`config.mk`:
```
export PLATFORM = sky130hd
export DESIGN_NAME = ser_word_feeder
export DESIGN_NICKNAME = d
export VERILOG_FILES = /design/src/rtl/serdes_pkg.sv /design/src/rtl/ser_feed_fifo.sv /design/src/rtl/ser_word_feeder.sv
export SDC_FILE = /design/constraint.sdc
export NUM_CORES = 1
export LEC_CHECK = 0
export BUFFER_PORTS_ARGS = -buffer_cell sky130_fd_sc_hd__buf_2
export CORE_MARGIN = 2
export CORE_UTILIZATION = 58
export DETAILED_ROUTE_END_ITERATION = 7
export HOLD_SLACK_MARGIN = 0.02
export PLACE_DENSITY = 0.77
export SLEW_MARGIN = 10
export SYNTH_ARGS = -nofsm -noshare
export SYNTH_HDL_FRONTEND = slang
export SYNTH_HIERARCHICAL = 1
export SYNTH_SLANG_ARGS = --single-unit
```
`constraint.sdc`:
```
create_clock -name clk -period 4.21 [get_ports clk]
set_input_delay 0.421 -clock clk [delete_from_list [all_inputs] [get_ports clk]]
set_output_delay 0.421 -clock clk [all_outputs]
set_load 0.05 [all_outputs]
```
`src/rtl/serdes_pkg.sv`:
```
// Shared serializer/deserializer word and frame definitions.
package serdes_pkg;
  localparam int SERDES_WORD_W    = 40;
  localparam int SERDES_FRAME_LEN = 40;

  typedef logic [SERDES_WORD_W-1:0] serdes_word_t;
endpackage

```
`src/rtl/ser_feed_fifo.sv`:
```
// Small word FIFO feeding the serializer launch logic.
module ser_feed_fifo #(
  parameter int WIDTH = 40,
  parameter int DEPTH = 4
) (
  input  logic                     clk,
  input  logic                     rst,
  input  logic                     push,
  input  logic                     pop,
  input  logic [WIDTH-1:0]         wdata,
  output logic [WIDTH-1:0]         head,
  output logic [$clog2(DEPTH):0]   level,
  output logic                     full,
  output logic                     empty
);
  localparam int AW = $clog2(DEPTH);
  localparam int LW = AW + 1;

  logic [WIDTH-1:0] mem [DEPTH];
  logic [AW-1:0]    wr_ptr;
  logic [AW-1:0]    rd_ptr;
  logic             do_push;
  logic             do_pop;

  assign full    = (level == LW'(DEPTH));
  assign empty   = (level == '0);
  assign do_push = push && !full;
  assign do_pop  = pop && !empty;
  assign head    = mem[rd_ptr];

  always_ff @(posedge clk) begin
    if (do_push)
      mem[wr_ptr] <= wdata;
  end

  // Pointers wrap naturally since DEPTH is a power of two.
  always_ff @(posedge clk or posedge rst) begin
    if (rst) begin
      wr_ptr <= '0;
      rd_ptr <= '0;
      level  <= '0;
    end else begin
      if (do_push)
        wr_ptr <= wr_ptr + AW'(1);
      if (do_pop)
        rd_ptr <= rd_ptr + AW'(1);
      unique case ({do_push, do_pop})
        2'b10:   level <= level + LW'(1);
        2'b01:   level <= level - LW'(1);
        default: level <= level;
      endcase
    end
  end
endmodule

```
`src/rtl/ser_word_feeder.sv`:
```
// Buffers producer words and launches one per serial frame,
// spacing data_rdy strobes at least FRAME_LEN cycles apart.
module ser_word_feeder
  import serdes_pkg::*;
#(
  parameter int WIDTH     = SERDES_WORD_W,
  parameter int DEPTH     = 4,
  parameter int FRAME_LEN = SERDES_FRAME_LEN
) (
  input  logic                   clk,
  input  logic                   rst,
  input  logic                   in_valid,
  input  logic [WIDTH-1:0]       in_data,
  output logic                   in_ready,
  output logic                   data_rdy,
  output logic [WIDTH-1:0]       data_out,
  output logic [$clog2(DEPTH):0] fifo_level,
  output logic                   busy,
  output logic                   overflow
);
  localparam int GW = $clog2(FRAME_LEN);

  logic [GW-1:0]    gap;
  logic [WIDTH-1:0] head;
  logic             full;
  logic             empty;
  logic             push;
  logic             launch;

  assign in_ready = !full;
  assign push     = in_valid && in_ready;
  // Launch sees the pre-edge level, so a word pushed now waits one edge.
  assign launch   = (gap == '0) && !empty;
  assign busy     = (gap != '0);

  ser_feed_fifo #(
    .WIDTH (WIDTH),
    .DEPTH (DEPTH)
  ) u_fifo (
    .clk   (clk),
    .rst   (rst),
    .push  (push),
    .pop   (launch),
    .wdata (in_data),
    .head  (head),
    .level (fifo_level),
    .full  (full),
    .empty (empty)
  );

  always_ff @(posedge clk or posedge rst) begin
    if (rst) begin
      gap <= '0;
    end else if (launch) begin
      gap <= GW'(FRAME_LEN - 1);
    end else if (gap != '0) begin
      gap <= gap - GW'(1);
    end
  end

  always_ff @(posedge clk or posedge rst) begin
    if (rst) begin
      data_rdy <= 1'b0;
      data_out <= '0;
    end else begin
      data_rdy <= launch;
      if (launch)
        data_out <= head;
    end
  end

  always_ff @(posedge clk or posedge rst) begin
    if (rst)
      overflow <= 1'b0;
    else if (in_valid && !in_ready)
      overflow <= 1'b1;
  end
endmodule

```
==> out/results.tsv, run 1 <==
stage	metric	value	unit
floorplanning	num rows	43	
critical_path	FF-to-FF setup slack	1270	ps
logic_synthesis	post-synthesis xor/xnor area fraction	0.632	%
logic_synthesis	Post-Synth Adder-Cell Area	1.14	%
layout	nets@finish	520	
clock_network	postcts setup bufs	0	
critical_path	worst flop-to-flop path endpoint	u_fifo/level[2]	
logic_synthesis	register area share after synthesis	74.4	%
critical_path	Worst Setup Start Kind	flop	
global_routing	number of global-route vias before repair	4030	
routing	Via Count	3718	
logic_synthesis	syn nets	419	
placement	detailed placer's ending HPWL	7720	µm
logic_synthesis	Ys Warns	6	
critical_path	Register-to-Register Path Depth	12	
critical_path	crit path to	u_fifo/level[2]	
layout	most frequent cells in the layout	edfxtp_1 (160), buf_2 (89), dfrtp_1 (53)	
sta	Tmin final	2940	ps
power_and_ir_drop	worst vdd ir	0.610	mV
routing	1st-iter DRT viols	217	
routing	highest routed layer	met4	
floorplanning	I/O Pins	90	
clock_network	number of CTS-inserted buffers	22	
sta	Fin. Hold Viols	0	
logic_synthesis	Post-Synth Simple-Gate Area	1.75	%
logic_synthesis	area leader, netlist	edfxtp_1	
critical_path	worst path arrival time	3360	ps
logic_synthesis	Synth Cell Area	8310	µm²
critical_path	Crit Path Category	flop to flop	
placement	Port Buffer Count	89	
global_routing	GRT Total Usage	19.0	%
sta	RSZ-0062 raised after global routing	false	
routing	Routed Wire Length	13800	µm
placement	Placed Cells	625	
critical_path	data required time of the critical path	4630	ps
logic_synthesis	Post-Synthesis Cells	369	
logic_synthesis	Cell variety after synth	36	
global_routing	global-route wire length before repair	21400	µm
power_and_ir_drop	Lkg Pwr	3.68	nW
routing	DRT Pass-1 Iters	4	
clock_network	htree depth	1	
critical_path	Crit. End Element	flop	
global_routing	antenna violations before repair	1	
routing	vias per cell	5.58	
logic_synthesis	post-synthesis mux area share	18.5	%
sta	Slew Viols, Final	0	
logic_synthesis	synthesized area per cell	22.5	µm²
clock_network	CTS max path bufs	3	
sta	worst-margin pin slew	1190	ps
logic_synthesis	FF+latch count, synth	215	
layout	commonest non-fill, non-tap cell in the layout	edfxtp_1	
routing	met2 WL	6790	µm
logic_synthesis	top post-synthesis cells by area	edfxtp_1 (58%), dfrtp_1 (17%), mux4_2 (10%), mux2_4 (6.7%), buf_12 (1.7%)	
sta	Clock Skews	20.7	ps
placement	pre-CTS WS	1350	ps
sta	post-route clock period utilization	69.9	%
floorplanning	Die X	124	µm
layout	area delta synth->final	14.5	%
critical_path	Reg2Reg Launch Point	gap[0]	
logic_synthesis	post-synth top area share	57.8	%
sta	Setup Total Neg Slack	0	ps
floorplanning	DIE AREA	15300	µm²
sta	maximum clock frequency	0.340	GHz
global_routing	largest net degree at the start of global routing	43	
routing	met1 WL	6040	µm
floorplanning	Core ar.	13900	µm²
power_and_ir_drop	Pwr Density	787	nW/µm²
floorplanning	Starting Density	59.7	%
hold_path	Hold/Removal Path Class	input pin to flop	
critical_path	crit path max fanout	4	
clock_network	clk_lat worst skew	500	ps
routing	Routed Antenna Nets	0	
layout	Finished Core Util	68.3	%
logic_synthesis	main combinational cell family by area after synthesis	multiplexers	
routing	routed wl met3	754	µm
clock_network	Sink Count	215	
run_status	status	finished, final reports clean	
flow_run	total of max-cap violations	0	
critical_path	Setup crit start	gap[0]	
clock_network	CTS tree	yes	
sta	worst setup margin	1270	ps
clock_network	Reg clk slew, reported paths	60	ps
clock_network	Root Buffer	clkbuf_16	
sta	Max-slew headroom	20.5	%
placement	gpl congestion	0.763	
routing	drc violations	0	
logic_synthesis	Synth Area in Compound Gates	0.602	%
sta	final hold slack	137	ps
sta	# setup viols final	0	
global_routing	GRT Residual Overflow	0	
layout	share of cells above drive strength 1	44.5	%
routing	wire per inst	20.8	µm
floorplanning	Die Height	124	µm
layout	post-route non-filler standard cell count	666	
layout make-up:
type / count / area [µm²]
sequential: 215 / 6190
antenna: 1 / 2.50
fill: 892 / 4420
clock buffer: 32 / 661
timing repair buffer: 92 / 470
clock inverter: 7 / 33.8
tap: 180 / 225
multi-input combinational: 126 / 1890
inverter: 13 / 48.8
worst min path at each step:
stage	endpoint	slack [ps]	depth (start not counted)	startpoint
after floorplan	u_fifo/level[0]	220	1	rst
after global placement	u_fifo/level[0]	390	2	rst
after detailed placement	u_fifo/level[0]	400	2	rst
after CTS	u_fifo/mem[3][18]	120	1	in_data[18]
after global routing	u_fifo/mem[3][5]	120	1	in_data[5]
final	u_fifo/mem[3][4]	140	1	in_data[4]
cells by family (layout without fill, tap and decap cells):
logic type               Yosys count  in the layout
AO/OA/AOI/OAI                      7              7
XOR/XNOR                           6              6
adder cells (fa/ha/maj)            7              7
buffers and inverters             28            144
flip-flops                       215            215
multiplexers                      84             84
other                              0              1
AND/OR/NAND/NOR                   22             22
registers in the layout, summed over array words and instances, names as in the netlist:
register       count
u_fifo/mem       160
data_out          40
overflow           1
gap                6
u_fifo/rd_ptr      2
u_fifo/wr_ptr      2
data_rdy           1
u_fifo/level       3
per-layer routing:
| layer | vias up | global-route usage (%) |
|---|---|---|
| li1 | 1660 | - |
| met1 | 1935 | 25.9 |
| met2 | 100 | 31.7 |
| met3 | 23 | 4.30 |
| met4 | 0 | 4.19 |
| met5 | - | 0 |
what timing repair did:
item | 4_1_cts | 5_1_grt
hold buffers | 1 | 0
endpoints found under the hold margin | 18 | 0
resized for setup | 0 | 0
through the flow:
stage	instance area, µm²	power [mW]
after global routing	9520	7.85
after global placement	8810	5.66
after floorplan	8310	5.24
after detailed placement	8810	5.75
final	9520	7.50
after CTS	9520	7.59
where the power goes:
group | switching, mW | internal [mW] | leakage [nW]
Clock | 0.739 | 1.09 | 0.348
Combinational | 1.37 | 0.941 | 1.22
Sequential | 0.443 | 2.91 | 2.11
Total | 2.56 | 4.94 | 3.68
worst max-delay path, cell delays in order (launching register included):
cell	delay (ps)
dfrtp_1	370
inv_1	80
ha_1	190
or4b_4	490
or3_4	340
inv_1	80
o31a_1	200
ha_1	210
inv_1	70
fa_1	390
xor2_1	160
nor2_1	120
xor2_1	160
Yosys cell counts:
cell type    n
a21o_1       1
and2_1       4
buf_12       7
buf_2        4
buf_6        2
buf_8        1
clkbuf_1     1
dfrtp_1     55
edfxtp_1   160
fa_1         1
ha_1         6
inv_1       13
mux2_2       4
mux2_4      37
mux2i_1      3
mux4_1       2
mux4_2      38
nand2_1      3
nand2b_1     2
nor2_1       2
nor2b_1      1
nor2b_2      1
nor3_1       1
nor3b_1      1
nor3b_2      1
o211ai_1     1
o21ai_0      2
o311ai_0     1
o31a_1       1
o31ai_1      1
or2_2        1
or3_1        3
or4b_2       1
or4b_4       1
xnor2_1      3
xor2_1       3
Power figures use the tool's default switching activity.
==> run 2, diff against run 1 <==
clock period = 2.74 ns   (was 4.21 ns; I/O delays follow)
==> out/results.tsv, run 2 (synthesized netlist as in run 1, its figures left out) <==
stage	metric	value	unit	change
critical_path	worst path arrival time	3160	ps	-200 ps
power_and_ir_drop	Pwr Density	1170	nW/µm²	+48%
run_status	failing checks	negative setup slack		
layout	Antenna diodes	0		-1
clock_network	Reg clk slew, reported paths	60	ps	about the same
layout	share of cells above drive strength 1	44.3	%	-0.21 points
floorplanning	Starting Density	59.7	%	unchanged
routing	Routed Antenna Nets	0		unchanged
global_routing	largest net degree at the start of global routing	43		unchanged
routing	Via Count	3969		+6.8%
power_and_ir_drop	Lkg Pwr	3.96	nW	+7.7%
clock_network	CTS tree	yes		
hold_path	Hold/Removal Path Class	input pin to async pin		
critical_path	max incr delay on CP	460	ps	-30 ps
sta	worst-margin pin slew	834	ps	-358 ps
run_status	status	complete, but fails checks		
global_routing	global-route wire length before repair	22700	µm	+5.9%
clock_network	Sink Count	215		unchanged
critical_path	Crit path top cell by count	inv_2		
placement	pre-CTS WS	-96.0	ps	-1440 ps
routing	vias per cell	5.47		-2.1%
layout	Finished Core Util	72.9	%	+4.6 points
routing	1st-iter DRT viols	198		-8.8%
critical_path	crit path max fanout	2		-2
critical_path	Crit Path Category	flop to flop		
sta	post-route clock period utilization	100	%	+30 points
floorplanning	num rows	43		unchanged
layout	most frequent cells in the layout	edfxtp_1 (160), buf_2 (89), dfrtp_1 (53)		
routing	Routed Wire Length	14500	µm	+4.7%
sta	RSZ-0062 raised after global routing	true		
sta	Fin. Hold Viols	0		unchanged
floorplanning	DIE AREA	15300	µm²	unchanged
clock_network	CTS max path bufs	3		unchanged
routing	DRT Pass-1 Iters	4		unchanged
power_and_ir_drop	worst vdd ir	0.922	mV	+51%
layout	area delta synth->final	22.2	%	
layout	commonest non-fill, non-tap cell in the layout	edfxtp_1		
placement	Placed Cells	642		+2.7%
placement	detailed placer's ending HPWL	8440	µm	+9.3%
layout	top flop regs	u_fifo/mem: 160 flops, data_out: 40 flops, gap: 6 flops		
flow_run	total of max-cap violations	0		unchanged
routing	wire per inst	19.9	µm	-3.9%
critical_path	slowest cell on the critical path	or4b_4		
critical_path	Register-to-Register Path Depth	12		unchanged
placement	gpl congestion	0.729		-4.4%
clock_network	clk_lat worst skew	510	ps	about the same
clock_network	Root Buffer	clkbuf_16		
critical_path	Crit. End Element	flop		
layout	number of flip-flops in the largest register	160		unchanged
routing	drc violations	0		unchanged
sta	worst setup margin	-9.15	ps	-1280 ps
sta	Clock Skews	17.9	ps	-2.87 ps
clock_network	htree depth	1		unchanged
global_routing	GRT Residual Overflow	0		unchanged
critical_path	data required time of the critical path	3150	ps	-1480 ps
layout	post-route non-filler standard cell count	726		+9.0%
layout	Biggest register	u_fifo/mem		
critical_path	Worst Setup Start Kind	flop		
floorplanning	Die Height	124	µm	unchanged
sta	Max-slew headroom	44.4	%	+24 points
floorplanning	Die X	124	µm	unchanged
sta	# setup viols final	1		+1
clock_network	number of CTS-inserted buffers	22		unchanged
global_routing	GRT Total Usage	19.9	%	+0.99 points
layout	nets@finish	580		+12%
critical_path	critical-path cell list	inv_2, ha_4, or4b_4, or3_4, inv_2, o31a_1, ha_2, inv_2, fa_2, xor2_1, nor2_1, xor2_1		
global_routing	antenna violations before repair	0		-1
power_and_ir_drop	Design Power	11.9	mW	+58%
sta	Slew Viols, Final	0		unchanged
global_routing	number of global-route vias before repair	4298		+6.7%
floorplanning	I/O Pins	90		unchanged
floorplanning	Core ar.	13900	µm²	unchanged
sta	Tmin final	2750	ps	-193 ps
placement	Port Buffer Count	89		unchanged
sta	maximum clock frequency	0.364	GHz	+7.0%
-- run 2: cell count changes in the layout (fill, tap and decap cells not counted), sizes merged --
cell	change
bufinv	+2
buf	+19
dlygate4sd3	+41
inv	+1
diode	-1
clkinv	-2
-- run 2: cell type report --
| type | instances | area [µm²] |
|---|---|---|
| Sequential cell | 215 | 6190 |
| Clock inverter | 8 | 108 |
| Clock buffer | 32 | 618 |
| Timing Repair Buffer | 152 | 1060 |
| Tap cell | 180 | 225 |
| Inverter | 13 | 48.8 |
| Multi-Input combinational cell | 126 | 1910 |
| Fill cell | 817 | 3780 |
-- run 2: where the power goes --
part | switching (mW) | internal [mW]
Combinational | 2.39 | 1.62
Clock | 1.16 | 1.77
Sequential | 0.469 | 4.46
-- run 2: metal layers --
layer  wire length, µm  vias to the layer above  part of all wire (%)  global-route usage, %
met1              5890                     2069                    41                   26.8
met5                 0                        -                     0                      0
met3               777                       11                   5.4                   4.21
li1                  -                     1789                     -                      -
met2              7670                      100                    53                   34.0
met4               145                        0                   1.0                   4.90
-- run 2: repair_timing --
action / 4_1_cts / 5_1_grt
hold buffers: 42 / 0
hold endpoints to repair: 181 / 0
resized for setup: 1 / 0
endpoints found under the setup margin: 1 / 1
pin swaps: 1 / 3
setup buffers: 0 / 2
-- run 2: path summary, 6_finish.rpt --
path	slack, ps	from	end
worst min register to register	450	overflow	overflow
max in group asynchronous	1810	rst	data_out[16]
worst min-delay path	290	rst	u_fifo/wr_ptr[0]
min in group clk	450	overflow	overflow
worst max-delay path	-9	gap[1]	u_fifo/level[2]
worst max register to register	-9	gap[1]	u_fifo/level[2]
-- run 2: critical path: cells and delay by family, from the launching register on --
family / cells / cell delay (ps)
fa+ha+maj: 3 / 660
compound gates: 1 / 160
xor+xnor: 2 / 310
flops: 1 / 390
buf+inv: 3 / 200
simple gates: 3 / 940
-- run 2: per-stage QoR --
| step | hold slack [ps] | TNS [ps] | instance area, µm² |
|---|---|---|---|
| finish | 289 | -9.15 | 10200 |
| global route | 310 | -109 | 10200 |
| CTS | 293 | 0 | 10100 |
| detailed placement | 276 | -96.0 | 8990 |
| global placement | 276 | 0 | 8990 |
| floorplan | 77.4 | -272 | 8330 |
